<file path="src/rtl/nested_counter.sv">
// N-level nested (odometer) counter with per-level terminal values captured on load.
// Counts advance one element per en; last is combinational, last_clk/done are registered one edge later; no backpressure.
module nested_counter #(
  parameter int W    = 8,
  parameter int N    = 3,
  parameter int STOP = 0
) (
  input  logic           clk,
  input  logic           reset,
  input  logic           load,
  input  logic           en,
  input  logic [N*W-1:0] max_in,
  output logic [N*W-1:0] count,
  output logic [N-1:0]   last,
  output logic [N-1:0]   last_clk,
  output logic           done
);

  localparam logic [W-1:0] ONE = W'(1);

  logic [N*W-1:0] max_q, max_d;
  logic [N*W-1:0] count_q, count_d;
  logic [N-1:0]   last_clk_q, last_clk_d;
  logic           done_q, done_d;

  // A level is at its final element only when every inner level is as well.
  always_comb begin
    logic carry;
    carry = 1'b1;
    for (int i = 0; i < N; i++) begin
      last[i] = (count_q[i*W +: W] == max_q[i*W +: W]) && carry;
      carry   = last[i];
    end
  end

  always_comb begin
    logic advance;
    max_d      = max_q;
    count_d    = count_q;
    last_clk_d = '0;
    done_d     = done_q;
    advance    = 1'b1;
    if (load) begin
      max_d   = max_in;
      count_d = '0;
      done_d  = 1'b0;
    end else if (en && !done_q) begin
      last_clk_d = last;
      if ((STOP != 0) && last[N-1]) begin
        // Terminal element in stop mode: hold the counts, only flag completion.
        done_d = 1'b1;
      end else begin
        for (int i = 0; i < N; i++) begin
          if (advance) begin
            if (count_q[i*W +: W] == max_q[i*W +: W])
              count_d[i*W +: W] = '0;
            else
              count_d[i*W +: W] = count_q[i*W +: W] + ONE;
          end
          advance = last[i];
        end
      end
    end
  end

  always_ff @(posedge clk or posedge reset) begin
    if (reset) begin
      max_q      <= '0;
      count_q    <= '0;
      last_clk_q <= '0;
      done_q     <= 1'b0;
    end else begin
      max_q      <= max_d;
      count_q    <= count_d;
      last_clk_q <= last_clk_d;
      done_q     <= done_d;
    end
  end

  assign count    = count_q;
  assign last_clk = last_clk_q;
  assign done     = (STOP != 0) ? done_q : 1'b0;

endmodule

</file>
<file path="config.mk">
export PLATFORM = sky130hd
export DESIGN_NAME = nested_counter
export DESIGN_NICKNAME = d
export VERILOG_FILES = /design/src/rtl/nested_counter.sv
export SDC_FILE = /design/constraint.sdc
export NUM_CORES = 1
export LEC_CHECK = 0
export CORE_UTILIZATION = 42
export DETAILED_ROUTE_END_ITERATION = 12
export GPL_TIMING_DRIVEN = 0
export PLACE_DENSITY = 0.72
export SYNTH_ARGS = -nofsm -noshare
export SYNTH_HDL_FRONTEND = slang
export SYNTH_SLANG_ARGS = --single-unit
export TNS_END_PERCENT = 100
</file>
<file path="constraint.sdc">
create_clock -name clk -period 3.5 [get_ports clk]
set_clock_uncertainty 0.2 [all_clocks]
set_input_delay 0.7 -clock clk [delete_from_list [all_inputs] [get_ports clk]]
set_output_delay 0.7 -clock clk [all_outputs]
set_load 0.02 [all_outputs]
</file>
==> results.sh <==
export IMPL_status="completed"
export IMPL_grt_max_degree=28
export IMPL_cp_end_kind="output pin"
export IMPL_synth_edff_count=0
export IMPL_cts_inserted_buffers=5
export IMPL_cp_num_cells=7
export IMPL_avgSynthCellArea_um2=11.5
export IMPL_cts_clk_slew_worst_paths_ps=90
export IMPL_ys_types=52
export IMPL_met2_usage=0.285
export IMPL_drt_wl_total_um=5500
export IMPL_tightest_slew_ps=592
export IMPL_grtUsageMet3=0.0322
export IMPL_dp_slack_ps=-7.66
export IMPL_core_um2=6030
export IMPL_port_buffers=56
export IMPL_vias_per_cell=5.35
export IMPL_grt_use_total=0.181
export IMPL_setup_viol=0
export IMPL_grt_pass1_wl_um=9090
export IMPL_start_util=0.441
export IMPL_final_max_slew_viol_count=0
export IMPL_cp_required_ps=2600
export IMPL_drc=0
export IMPL_drtAntennaViolNets=0
export IMPL_cp_cell_sequence="xor2_1 > nor4_2 > and2_4 > buf_2 > nor2b_2 > nor2b_1 > dlygate4sd2_1"
export IMPL_post_cts_repair_setup_buffers=0
export IMPL_die_w_um=81.5
export IMPL_hpwl_um=3980
export IMPL_yosys_area_top_type_share=0.481
export IMPL_yosysTopAreaCell="dfrtp_1"
export IMPL_final_area_um2=3470
export IMPL_drt_iter0_drc=94
export IMPL_whs_path_depth=1
export IMPL_power_density_nw_per_um2=358
export IMPL_clk_path_buf_depth=2
export IMPL_ys_ff_latch=51
export IMPL_synthFlopType="dfrtp_1"
export IMPL_die_area_um2=6640
export IMPL_fmaxAchievable_mhz=300
export IMPL_synth_most_common_cell="dfrtp_1"
export IMPL_gr_total_overflow=0
export IMPL_synth_seq_area_share=0.481
export IMPL_hold_viol=0
export IMPL_n_antenna_cell=0
export IMPL_io_pin_count=59
export IMPL_syn_inst=231
export IMPL_peakVddDrop_v=0.000202
export IMPL_grt_antenna_before_repair=0
export IMPL_vias=1984
export IMPL_crit_type="reg -> out"
export IMPL_post_route_period_util=0.952
export IMPL_finalNetCount=326
export IMPL_syn_to_final_growth_pct=30.5
export IMPL_crit_fanout=10
export IMPL_grt_pass1_vias=1877
export IMPL_drive_above_1_share=0.186
export IMPL_synthArstFlopShare=1.00
export IMPL_ys_top_cells_by_area="dfrtp_1, mux2_2, xor2_1"
export IMPL_clockRootBuffer="clkbuf_8"
export IMPL_crit_buf_inv=2
export IMPL_fin_crit_ps=3330
export IMPL_crit_arrival_ps=2430
export IMPL_slew_headroom=0.605
export IMPL_die_h_um=81.5
export IMPL_setup_slack_ps=168
export IMPL_routedWlPerCell_um=14.8
export IMPL_cts_tree="built"
export IMPL_grtUsageMet1=0.251
export IMPL_cp_slowest_cell="dfrtp_1"
export IMPL_busiest_layer="met2"
export IMPL_crit_path_max_incr_delay_ps=450
export IMPL_maxCapViolCount=0
export IMPL_power_leakage_nw=1.53
export IMPL_path_delay_family="simple AND/OR/NAND/NOR gates"
export IMPL_clock_latency_ps=300
export IMPL_placedCellCount=363
export IMPL_worstHoldPathType="reg -> reg"
export IMPL_synth_fp_nets=262
export IMPL_syn_cell_area_um2=2660
export IMPL_htree_levels=2
export IMPL_synthTopCellsByCount="dfrtp_1, mux2_2, xor2_1"
export IMPL_stdcell_count=371
export IMPL_startpoint_type="flip-flop"
export IMPL_placed_area_um2=3330
export IMPL_reg2reg_depth=5
export IMPL_fp_row_count=28
export IMPL_rsz0062_at_grt="false"
export IMPL_gp_congestion=0.787
export IMPL_power_w=0.00124
export IMPL_synth_warnings=0
export IMPL_cts_sinks=51
export IMPL_drtPass1Iterations=4
[through the flow]
step           hold slack [ps]  utilization  setup TNS [ps]
3_3_place_gp               313        0.549               0
6_report                   337        0.575               0
5_1_grt                    352        0.575               0
3_5_place_dp               320        0.553           -7.66
2_1_floorplan              301            -               0
4_1_cts                    340        0.574               0
[registers in the layout, summed over array words and instances (netlist names)]
| register | count |
|---|---|
| max_q | 24 |
| last_clk | 3 |
| count | 24 |
[where the power goes]
part	leakage (nW)	internal, W	switching (W)
sequential	0.656	0.000621	0.0000274
clock	0.0612	0.000232	0.000199
combinational	0.815	0.0000876	0.0000730
total	1.53	0.000940	0.000300
[worst register-to-register path, cell delays in order (launching register included)]
cell and delay (ps):
dfrtp_1 480, xnor2_1 260, nand4_2 220, o31ai_4 590, o21ai_4 200, a221o_1 380
[path summary, 6_finish.rpt]
kind / start / endpoint / slack, ps
worst max-delay path: count[9] / last[2] / 170
worst min-delay path: max_q[21] / max_q[21] / 340
min in group asynchronous: reset / max_q[5] / 550
worst min register to register: max_q[21] / max_q[21] / 340
max in group asynchronous: reset / count[7] / 2010
worst max register to register: count[2] / count[19] / 1070
[cell families (layout without fill, tap and decap cells)]
| kind of cell | after synthesis | count (layout) | share of synthesized area |
|---|---|---|---|
| muxes | 28 | 28 | 0.117 |
| and+or+nand+nor | 66 | 66 | 0.156 |
| AOI/OAI and AO/OA | 34 | 34 | 0.100 |
| xor gates and xnor gates | 30 | 30 | 0.102 |
| adders and majority gates | 3 | 3 | 0.0141 |
| DFF | 51 | 51 | 0.481 |
| buffers and inverters | 18 | 83 | 0.0287 |
| other | 1 | 1 | 0.00141 |
[layout make-up]
cell class | count | area (um2)
buffer | 9 | 42.5
sequential | 51 | 1280
clock inverter | 2 | 35.0
inverter | 9 | 33.8
fill | 546 | 2560
tap | 75 | 93.8
timing repair buffer | 57 | 582
multi-input combinational | 162 | 1320
clock buffer | 6 | 82.6
[metal layers]
metal | share of wire | up-vias
met5 | 0 | -
met4 | 0.014 | 0
met3 | 0.042 | 7
met2 | 0.44 | 50
met1 | 0.50 | 973
li1 | - | 954
[cells in the final DEF (no fill, tap or decap), types with 8 or more instances in the layout]
| cell type | count |
|---|---|
| nor2_1 | 8 |
| xor2_1 | 20 |
| a21oi_1 | 9 |
| mux2_2 | 25 |
| nor2b_1 | 8 |
| nand2_1 | 9 |
| and3_1 | 8 |
| clkdlybuf4s50_1 | 54 |
| dfrtp_1 | 51 |
| xnor2_1 | 9 |
[repair_timing]
item	4_1_cts	5_1_grt
gates resized for setup	6	2
hold endpoints to repair	0	0
setup endpoints to repair	2	2
hold buffers	0	0
Note: power is estimated with default switching activity, not from simulation.
